==> config.mk <==
export PLATFORM = sky130hd
export DESIGN_NAME = vip_sobel_edge_3x3_8bit
export DESIGN_NICKNAME = d
export VERILOG_FILES = /design/src/rtl/vip_sobel_edge_3x3_8bit.sv
export SDC_FILE = /design/constraint.sdc
export NUM_CORES = 1
export LEC_CHECK = 0
export ABC_AREA = 0
export ABC_CLOCK_PERIOD_IN_PS = 3230
export BUFFER_PORTS_ARGS = -buffer_cell sky130_fd_sc_hd__buf_2
export CORE_ASPECT_RATIO = 0.8
export CORE_MARGIN = 1.5
export CORE_UTILIZATION = 53
export CTS_CLUSTER_DIAMETER = 100
export DETAILED_ROUTE_END_ITERATION = 10
export PLACE_DENSITY_LB_ADDON = 0.05
export SYNTH_ARGS = -nofsm -noshare
export SYNTH_HDL_FRONTEND = slang
export SYNTH_SLANG_ARGS = --single-unit
==> constraint.sdc <==
create_clock -name clk -period 3.23 [get_ports clk]
set_input_delay 0.323 -clock clk [delete_from_list [all_inputs] [get_ports clk]]
set_output_delay 0.323 -clock clk [all_outputs]
set_load 0.01 [all_outputs]
==> src/rtl/vip_sobel_edge_3x3_8bit.sv <==
// Sobel 3x3 edge detector: |Gx|+|Gy| over a 3-stage pipeline, thresholded to a 1-bit edge map,
// plus a saturating per-frame edge-pixel counter. Define SOBEL_MAG_OUT_EN to add post_img_mag.
module vip_sobel_edge_3x3_8bit #(
    parameter int unsigned CNT_W      = 20,
    parameter logic [10:0] THRESH_DEF = 11'd128
) (
    input  logic             clk,
    input  logic             rst_n,
    input  logic             per_frame_vsync,
    input  logic             per_frame_href,
    input  logic             per_frame_clken,
    input  logic [7:0]       matrix_p11,
    input  logic [7:0]       matrix_p12,
    input  logic [7:0]       matrix_p13,
    input  logic [7:0]       matrix_p21,
    input  logic [7:0]       matrix_p22,
    input  logic [7:0]       matrix_p23,
    input  logic [7:0]       matrix_p31,
    input  logic [7:0]       matrix_p32,
    input  logic [7:0]       matrix_p33,
    input  logic [10:0]      threshold_i,
    output logic             post_frame_vsync,
    output logic             post_frame_href,
    output logic             post_frame_clken,
    output logic             post_img_bit,
`ifdef SOBEL_MAG_OUT_EN
    output logic [7:0]       post_img_mag,
`endif
    output logic [CNT_W-1:0] edge_cnt_o,
    output logic             edge_cnt_vld_o
);

    function automatic logic [9:0] sum_121(input logic [7:0] a, input logic [7:0] b,
                                           input logic [7:0] c);
        return {2'b00, a} + {1'b0, b, 1'b0} + {2'b00, c};
    endfunction

    function automatic logic [9:0] abs_diff(input logic [9:0] a, input logic [9:0] b);
        return (a >= b) ? (a - b) : (b - a);
    endfunction

`ifdef SOBEL_MAG_OUT_EN
    function automatic logic [7:0] sat_u8(input logic [10:0] v);
        return (v > 11'd255) ? 8'hFF : v[7:0];
    endfunction
`endif

    function automatic logic [CNT_W-1:0] sat_inc(input logic [CNT_W-1:0] v, input logic inc);
        return (inc && (v != {CNT_W{1'b1}})) ? v + 1'b1 : v;
    endfunction

    logic [9:0]       gx_pos_p0, gx_neg_p0, gy_pos_p0, gy_neg_p0;
    logic             vsync_p0, href_p0, vld_p0;
    logic [9:0]       gx_abs_p1, gy_abs_p1;
    logic             vsync_p1, href_p1, vld_p1;
    logic [10:0]      mag_p2;
    logic             is_edge_p2;
    logic             vsync_in_d;
    logic [10:0]      thr_shadow;
    logic             post_vsync_d;
    logic [CNT_W-1:0] run_cnt;
    logic [CNT_W-1:0] cnt_next;
    logic             cnt_inc;
    logic             end_of_frame;

    // Stage 1: weighted row/column sums
    always_ff @(posedge clk or negedge rst_n) begin
        if (!rst_n) begin
            gx_pos_p0 <= '0;
            gx_neg_p0 <= '0;
            gy_pos_p0 <= '0;
            gy_neg_p0 <= '0;
            vsync_p0  <= 1'b0;
            href_p0   <= 1'b0;
            vld_p0    <= 1'b0;
        end else begin
            gx_pos_p0 <= sum_121(matrix_p13, matrix_p23, matrix_p33);
            gx_neg_p0 <= sum_121(matrix_p11, matrix_p21, matrix_p31);
            gy_pos_p0 <= sum_121(matrix_p11, matrix_p12, matrix_p13);
            gy_neg_p0 <= sum_121(matrix_p31, matrix_p32, matrix_p33);
            vsync_p0  <= per_frame_vsync;
            href_p0   <= per_frame_href;
            vld_p0    <= per_frame_clken;
        end
    end

    // Stage 2: absolute gradients, larger minus smaller so nothing wraps
    always_ff @(posedge clk or negedge rst_n) begin
        if (!rst_n) begin
            gx_abs_p1 <= '0;
            gy_abs_p1 <= '0;
            vsync_p1  <= 1'b0;
            href_p1   <= 1'b0;
            vld_p1    <= 1'b0;
        end else begin
            gx_abs_p1 <= abs_diff(gx_pos_p0, gx_neg_p0);
            gy_abs_p1 <= abs_diff(gy_pos_p0, gy_neg_p0);
            vsync_p1  <= vsync_p0;
            href_p1   <= href_p0;
            vld_p1    <= vld_p0;
        end
    end

    // Stage 3: magnitude, threshold, href gating
    assign mag_p2     = {1'b0, gx_abs_p1} + {1'b0, gy_abs_p1};
    assign is_edge_p2 = (mag_p2 > thr_shadow);

    always_ff @(posedge clk or negedge rst_n) begin
        if (!rst_n) begin
            post_frame_vsync <= 1'b0;
            post_frame_href  <= 1'b0;
            post_frame_clken <= 1'b0;
            post_img_bit     <= 1'b0;
`ifdef SOBEL_MAG_OUT_EN
            post_img_mag     <= 8'd0;
`endif
        end else begin
            post_frame_vsync <= vsync_p1;
            post_frame_href  <= href_p1;
            post_frame_clken <= vld_p1;
            post_img_bit     <= href_p1 & is_edge_p2;
`ifdef SOBEL_MAG_OUT_EN
            post_img_mag     <= href_p1 ? sat_u8(mag_p2) : 8'd0;
`endif
        end
    end

    // The threshold only changes on an input-side frame start, so a frame is judged consistently.
    always_ff @(posedge clk or negedge rst_n) begin
        if (!rst_n) begin
            vsync_in_d <= 1'b0;
            thr_shadow <= THRESH_DEF;
        end else begin
            vsync_in_d <= per_frame_vsync;
            if (per_frame_vsync && !vsync_in_d) begin
                thr_shadow <= threshold_i;
            end
        end
    end

    assign cnt_inc      = post_frame_href & post_frame_clken & post_img_bit;
    assign end_of_frame = post_vsync_d & ~post_frame_vsync;
    assign cnt_next     = sat_inc(run_cnt, cnt_inc);

    // A pixel landing on the end-of-frame cycle is folded into the reported count.
    always_ff @(posedge clk or negedge rst_n) begin
        if (!rst_n) begin
            post_vsync_d   <= 1'b0;
            run_cnt        <= '0;
            edge_cnt_o     <= '0;
            edge_cnt_vld_o <= 1'b0;
        end else begin
            post_vsync_d <= post_frame_vsync;
            if (end_of_frame) begin
                edge_cnt_o     <= cnt_next;
                edge_cnt_vld_o <= 1'b1;
                run_cnt        <= '0;
            end else begin
                edge_cnt_vld_o <= 1'b0;
                run_cnt        <= cnt_next;
            end
        end
    end

endmodule

# Word level (Yosys, flattened, before mapping)
# Index checks and enable logic that the tools add are counted.
# word_totals
output_inout_bits	25
wordCells	52
ff_bits	123
# op_classes
muxes	5
magnitude_cmp	3
n_eq_ne	1
add_sub_neg	14
n_bitwise	5
reduce_logical	3
# ops
cell	n
$add A10 B8 Y10	4
$add A8 B9 Y10	4
$mux W20	2
$sub A10 B10 Y10	4
$add A20 B1 Y20 const B	1
$ge A10 B10 Y1	2
$mux W10	2
$ne A20 B20 Y1 const B	1
$add A10 B10 Y11	1
$gt A11 B11 Y1	1
$and A1 B1 Y1	4
$logic_and A1 B1 Y1	2
$logic_not A1 Y1	1
$mux W1	1
$not A1 Y1	1

# Depth between registers and ports, before layout
# Gate-level depths: netlist of the first run.
# depth
depth_word	5
ltp_mapped	14

# Least setup slack after synthesis of the first run
# OpenSTA, ideal clock, no wires.
# synth_path
path_kind	register -> register
from	register gx_abs_p1[0]
to	register post_img_bit
setup_ns	0.139
t_required_ns	3.091
path_buffers	0
path_stages_with_launch	13
path_slack_ns	0.369
t_arrival_ns	2.722
path_cell_list	dfrtp_1 > ha_1 > fa_1 > a21o_1 > a21oi_1 > nor2b_1 > o21a_1 > nor3_1 > a21oi_1 > a31o_2 > ha_1 > a2111oi_0 > a211oi_1
# synth_between
elab_chain_len	3
# synth_rtl
element	line_no	text
start: declaration	54	logic [9:0] gx_abs_p1, gy_abs_p1;
start signal: assignment	96	gx_abs_p1 <= abs_diff(gx_pos_p0, gx_neg_p0);
$add A10 B10 Y11	105	assign mag_p2 = {1'b0, gx_abs_p1} + {1'b0, gy_abs_p1};
$gt A11 B11 Y1	106	assign is_edge_p2 = (mag_p2 > thr_shadow);
$and A1 B1 Y1	121	post_img_bit <= href_p1 & is_edge_p2;
end signal: assignment	121	
end: declaration	25	output logic post_img_bit,
# Every way passes these cells.
# A chain may end at the register's enable or synchronous reset.

# Worst setup path in the final report of the first run
# Ends and elaborated chain as after synthesis.

==> results by group, run 1 <==
Synthesis
  – Syn nets: 1005
  – Synth area leaders: dfrtp_1 38%, ha_1 15%, fa_1 9.2%
  – Synth unique cells: 62
  – Cell area after synthesis: 8056 µm²
  – EDFF count, synth: 0
  – Yosys top cell area share: between 30% and 40%
  – Mean post-synth cell area: 10.28 µm²
  – Register area share after synthesis: 38.22%
  – FFs w/ async S/R, synth: 100.0%
  – Dominant cell type by area after synthesis: dfrtp_1
  – Cell count after synthesis: 784
  – #FFs+latches synth: 123
  – Top_reg_cell synth: dfrtp_1
  – Synth warn: 0

STA
  – TNS Setup: 0 ns
  – Slew Viols, Final: 0
  – Fin crit period: 2.993 ns
  – Worst-margin pin slew: 0.6987 ns
  – RSZ-0062 raised after global routing: no
  – Final Skew: 0.009492 ns
  – Setup ws final: 0.2371 ns
  – F_max: 334.1 MHz
  – Count of final hold-check violations: 0
  – Period Utilization, post-route: 92.66%
  – Rel. slew slack: between 50% and 60%
  – # setup viols final: 0

Final layout
  – Layout cells sized above 1: a little under a fifth
  – Area of the multi-input gates: 4602 µm²
  – Fillers: 1244
  – Non-Filler Instances: roughly 1100
  – Post-layout util: 63.10%
  – Net count, final: 1117
  – Seq. cell area: 3079 µm²
  – ANT cells: 0
  – P&R area growth vs syn: 16.82%

Place
  – Buffers on Ports: 104
  – DP Cell Count: 1063
  – DP HPWL: 13190 µm
  – Gp weighted congestion: approximately 0.85
  – DP Worst Slack: ~0.10 ns

Worst hold path
  – Tightest Hold Check Type: input port to flop
  – Beginning of the worst hold path: per_frame_clken
  – WHS Path Cells: 1

Global route
  – Largest net degree at the start of global routing: 59
  – First-pass GRT wire length: roughly 28000 µm
  – Total GRT Usage: 22.22%
  – Total grt overflow: 0
  – Initial antenna violation count: 0
  – Vias in the first global route: 5926

Clock tree
  – CTS Root Cell: clkbuf_16
  – Setup Fix Bufs, Post-CTS: 0
  – Later-pin clock latency in the skew report: 0.43 ns
  – CTS tree: built
  – Clock net sink count: 123
  – TritonCTS buffer count: 17
  – # H-tree levels: 4
  – Clock-pin slew on the worst setup and hold paths: 0.06 ns
  – Longest Clk Path Bufs: 2

Floorplanning
  – Initial core utilization: 54.02%
  – Core ar.: 14910 µm²
  – Num rows: 40
  – Die Span Y: 113.3 µm
  – Chip width: 140.8 µm
  – Ports: 113
  – Die area: 15950 µm²

Setup path
  – Startpoint types: flop
  – Worst Setup SP: gx_abs_p1[0]
  – Cells on worst reg2reg path: 13
  – CP cell instances: ha_1 -> fa_1 -> a21o_1 -> a21oi_2 -> nor2b_1 -> o21a_1 -> nor3_1 -> a21oi_1 -> xor2_1 -> ha_1 -> a21o_1 -> a2111oi_2 -> a211oi_1
  – WP data required: 3.52 ns
  – Crit Path Class: flop to flop
  – Slowest CP cell: fa_1
  – CP max FO: 2
  – CP peak stage delay: just over 0.4 ns
  – Crit path DAT: 3.29 ns
  – Critical R2R Launch: gx_abs_p1[0]
  – CP Capture Type: flop

Routing
  – Initial DRC count: around 250
  – DRC Markers: 0
  – DRT Wirelength: ~16000 µm
  – Vias/cell: roughly 5.3
  – Post-DRT Antenna Nets: 0
  – Drt first pass iters: 5
  – Vias after detailed routing: about 5800
  – WL/cell: ~15 µm

Job
  – Max-cap violation count: 0

Power and ir drop
  – Power Density: around 880 nW/µm²
  – Lkg Pwr: 0.004750 µW
  – Peak VDD IR: 0.0004270 V

Outcome
  – Status: completed
==> report_power, final <==
| part | internal, µW | total [µW] | switching (µW) |
|---|---|---|---|
| Combinational | 1940 | 4320 | 2390 |
| Sequential | 1910 | 2080 | 176 |
| Clock | 1180 | 1890 | 709 |
==> Yosys cell counts (2+ instances only) <==
library cell	count
o21ai_1	8
a21o_1	23
nor2b_1	17
ha_1	96
nand3b_1	2
nor2_1	47
a31oi_1	5
a21oi_1	46
o21a_1	6
nand2_1	51
mux2i_1	13
nor3_1	9
xor2_1	26
nand2b_1	11
a21boi_0	4
a211oi_1	3
xnor2_1	35
nand4_2	2
o31ai_1	3
nand3_1	17
and3_1	6
or3_1	3
dfrtp_1	122
nor3b_1	2
nand4_1	3
or2_2	3
fa_1	37
a31o_2	2
o21ai_0	57
o211ai_1	2
inv_1	79
buf_2	2
buf_6	2
clkbuf_1	12
==> cell usage in the layout, fill, tap and decap left out, types with 8 or more instances in the layout <==
cell	count
dfrtp_1	122
buf_2	103
ha_1	96
inv_1	79
o21ai_0	57
nand2_1	51
nor2_1	47
a21oi_1	45
fa_1	37
xnor2_1	35
xor2_1	26
a21o_1	23
nor2b_1	17
nand3_1	17
clkbuf_16	17
mux2i_1	13
nand2b_1	11
nor3_1	9
o21ai_1	8
==> routing by layer <==
| metal | vias up | wire, µm | track usage, % |
|---|---|---|---|
| met1 | 2744 | 7951 | 30.06 |
| met2 | 148 | 7534 | 35.96 |
| met4 | 0 | 212 | 8.542 |
| met3 | 19 | 765 | 3.893 |
| met5 | - | 0 | 0 |
| li1 | 2860 | - | - |
==> worst max-delay path: cells and delay by family, from the launching register on <==
kind / cells / cell delay [ns]
xor gates and xnor gates: 1 / 0.16
AOI/OAI and AO/OA: 7 / 1.28
DFF: 1 / 0.37
and+or+nand+nor: 2 / 0.21
adders and majority gates: 3 / 0.84
==> through the flow <==
| step | hold slack [ns] | instance area [µm²] | power, µW |
|---|---|---|---|
| global placement | 0.2598 | 8772 | 6154 |
| detailed placement | 0.2685 | 8772 | 6327 |
| floorplan | 0.02741 | 8056 | 5351 |
| CTS | 0.01973 | 9397 | 8272 |
| global route | 0.02731 | 9412 | 8999 |
| finish | 0.03476 | 9412 | 8291 |
==> worst paths after layout <==
path	endpoint	slack (ns)
max	post_img_bit	0.24
min	vld_p0	0.03
max reg2reg	post_img_bit	0.24
min reg2reg	post_frame_clken	0.34
max in group asynchronous	gx_neg_p0[8]	2.04
min in group asynchronous	thr_shadow[5]	0.35
==> area by class of cell <==
class	count	area share, %
multi-input cells	563	48.90
flip-flops and latches	123	32.72
repair buffers	112	6.408
clock buffers	19	4.813
inverters	79	3.151
well taps	189	2.513
clock inverters	13	1.502
==> repair_timing <==
item	in CTS	in global routing
hold buffers	3	0
setup endpoints to repair	0	1
hold endpoints to repair	28	0
resized for setup	0	4
==> registers in the layout (all words and copies together), names as in the netlist, 10 cells and up <==
| name | cells |
|---|---|
| edge_cnt_o | 20 |
| gx_abs_p1 | 10 |
| gx_neg_p0 | 10 |
| gx_pos_p0 | 10 |
| gy_abs_p1 | 10 |
| gy_neg_p0 | 10 |
| gy_pos_p0 | 10 |
| run_cnt | 20 |
| thr_shadow | 11 |
==> cells by family after synthesis <==
group | share of synthesized area, %
compound gates | 12.78
xor+xnor | 6.631
fa+ha+maj | 24.10
buf+inv | 4.845
flops | 38.22
mux | 1.755
simple gates | 11.66
Note: power is estimated with default switching activity, not from simulation.
==> inputs of run 2 (changes only) <==
ABC_AREA = 1   (was 0)
==> results by group, run 2 <==
STA
  – Final Skew: around 0.0089 ns
  – Worst-margin pin slew: slightly above 1 ns
  – Slew Viols, Final: 0
  – TNS Setup: 0 ns
  – Count of final hold-check violations: 0
  – F_max: 394.3 MHz
  – Rel. slew slack: 31.05%
  – Period Utilization, post-route: 78.51%
  – Hold Slack: around 0.031 ns
  – # setup viols final: 0
  – Fin crit period: 2.536 ns
  – RSZ-0062 raised after global routing: no

Setup path
  – Crit Path Class: flop to flop
  – Slowest CP cell: fa_1
  – CP peak stage delay: ~0.42 ns
  – Crit path DAT: approximately 2.9 ns
  – WP data required: 3.55 ns
  – Startpoint types: flop
  – CP Capture Type: flop
  – Cells on worst reg2reg path: 15
  – CP max FO: 4
  – FF-to-FF End: post_img_bit
  – CP cell instances: ha_1 -> fa_1 -> nand3_1 -> nand3_1 -> nand2_1 -> nand3_1 -> o21ai_0 -> xor2_1 -> ha_1 -> a21oi_1 -> o21ai_0 -> nand2_1 -> nand3_1 -> nand3_1 -> inv_1
  – Critical R2R Launch: gx_abs_p1[0]
  – R2r setup slk: 0.69 ns
  – Critical Path Most Common Cell: nand3_1

Synthesis
  – Most common cell in the netlist: nand2_1
  – Synth unique cells: 41
  – Synth warn: 0
  – Most common library cells after synthesis: 299 x nand2_1, 151 x inv_1, 122 x dfrtp_1
  – Yosys top cell area share: 33.88%
  – FFs w/ async S/R, synth: 100.0%
  – Synth area leaders: dfrtp_1 34%, ha_1 13%, nand2_1 12%
  – EDFF count, synth: 0
  – Top_reg_cell synth: dfrtp_1
  – #FFs+latches synth: 123
  – Register area share after synthesis: 34.18%
  – Cell count after synthesis: 1103
  – Dominant cell type by area after synthesis: dfrtp_1
  – Cell area after synthesis: roughly 9000 µm²
  – Mean post-synth cell area: 8.169 µm²
  – Syn nets: 1324

Clock tree
  – Clock net sink count: 123
  – # H-tree levels: 4
  – Clock-pin slew on the worst setup and hold paths: about 0.060 ns
  – CTS tree: built
  – Longest Clk Path Bufs: 2
  – Later-pin clock latency in the skew report: 0.42 ns
  – Post_cts resized: 0
  – TritonCTS buffer count: 17
  – CTS Root Cell: clkbuf_16

Global route
  – Total GRT Usage: 24.01%
  – Vias in the first global route: 7013
  – Total grt overflow: 0
  – Largest net degree at the start of global routing: 83
  – Initial antenna violation count: 0
  – First-pass GRT wire length: 33570 µm

Final layout
  – Design Area, Final: 10330 µm²
  – ANT cells: 0
  – Layout cells sized above 1: about 14%
  – Biggest registers after layout: edge_cnt_o (20), run_cnt (20), thr_shadow (11)
  – Fillers: 1507
  – Non-Filler Instances: 1445
  – Area of the multi-input gates: 5233 µm²
  – Seq. cell area: 3079 µm²
  – P&R area growth vs syn: 14.69%
  – Commonest non-fill, non-tap cell in the layout: nand2_1
  – Net count, final: between 1000 and 1500
  – Most frequent cells in the layout: 299 x nand2_1, 151 x inv_1, 122 x dfrtp_1

Floorplanning
  – Chip width: 148.8 µm
  – Die Span Y: approximately 120 µm
  – Initial core utilization: 54.26%
  – Core ar.: 16610 µm²
  – Die area: around 18000 µm²
  – Num rows: 42
  – Ports: roughly 110

Place
  – Placed cell area: 9722 µm²
  – DP Cell Count: 1411
  – Buffers on Ports: 104
  – DP HPWL: 15540 µm
  – Gp weighted congestion: between 0.8 and 0.9

Routing
  – Post-DRT Antenna Nets: 0
  – DRT Wirelength: 19350 µm
  – Vias after detailed routing: between 7000 and 8000
  – Vias/cell: 4.997
  – DRC Markers: 0
  – Initial DRC count: slightly above 400
  – Drt first pass iters: 5
  – WL/cell: 13.39 µm

Outcome
  – Status: completed

Worst hold path
  – Hold Path End: vsync_in_d
  – WHS Path Cells: 1
  – Tightest Hold Check Type: input port to flop
  – Beginning of the worst hold path: per_frame_vsync

Job
  – Max-cap violation count: 0

Power and ir drop
  – Power Density: 841.7 nW/µm²
  – Peak VDD IR: 0.0004280 V
  – Lkg Pwr: ~0.0056 µW
run 2: stage by stage:
| step | setup slack (ns) | power (µW) | utilization (%) |
|---|---|---|---|
| 2_1_floorplan | 0.9458 | 5729 | - |
| 3_3_place_gp | 0.7001 | 6670 | 58.54 |
| 3_5_place_dp | 0.6950 | 6773 | 58.54 |
| 4_1_cts | 0.6944 | 8724 | 62.23 |
| 5_1_grt | 0.3992 | 9646 | 62.23 |
| 6_report | 0.6940 | 8698 | 62.23 |
run 2: routing by layer:
metal  vias up  wire length [µm]  global-route usage (%)
li1       3749                 -                       -
met1      3271             10210                   36.29
met2       182              7982                   35.03
met3        19               993                   5.551
met4         0               160                   5.012
met5         -                 0                       0
run 2: report_power, final:
group | switching (µW) | internal (µW) | total, µW
logic | 2890 | 1830 | 4710
clock network | 753 | 1150 | 1900
registers | 184 | 1900 | 2080
total | 3820 | 4870 | 8700
run 2: logic make-up after synthesis:
| logic type | synth area share, % |
|---|---|
| buffers and inverters | 7.777 |
| XOR/XNOR | 4.860 |
| AND/OR/NAND/NOR | 23.83 |
| multiplexers | 0.1250 |
| flip-flops | 34.18 |
| AO/OA/AOI/OAI | 7.680 |
| adder cells (fa/ha/maj) | 21.55 |
run 2: cell type report:
| class | count | share of cell area (%) |
|---|---|---|
| multi-input cells | 806 | 50.64 |
| flip-flops and latches | 123 | 29.80 |
| repair buffers | 111 | 5.618 |
| inverters | 153 | 5.558 |
| clock buffers | 18 | 4.153 |
| well taps | 220 | 2.664 |
| clock inverters | 14 | 1.574 |
run 2: worst max-delay path: cells and delay by family, from the launching register on:
kind / cells / cell delay (ns)
adders and majority gates: 3 / 0.96
and+or+nand+nor: 7 / 0.57
DFF: 1 / 0.36
AOI/OAI and AO/OA: 3 / 0.29
xor gates and xnor gates: 1 / 0.23
buffers and inverters: 1 / 0.04
run 2: how the worst max path moves through the flow:
| stage | startpoint | end | slack, ns | cells after the start |
|---|---|---|---|---|
| global placement | matrix_p31[1] | gy_neg_p0[9] | 0.70 | 10 |
| finish | gx_abs_p1[0] | post_img_bit | 0.69 | 15 |
| CTS | gx_abs_p1[0] | post_img_bit | 0.69 | 15 |
| global route | gx_abs_p1[0] | post_img_bit | 0.40 | 14 |
| detailed placement | matrix_p31[1] | gy_neg_p0[9] | 0.70 | 10 |
| floorplan | gx_abs_p1[0] | post_img_bit | 0.95 | 13 |
run 2: repair_timing:
action                     4_1_cts  5_1_grt
setup endpoints to repair        0        0
hold buffers                     2        0
buffers inserted                 0        0
hold endpoints to repair         2        0
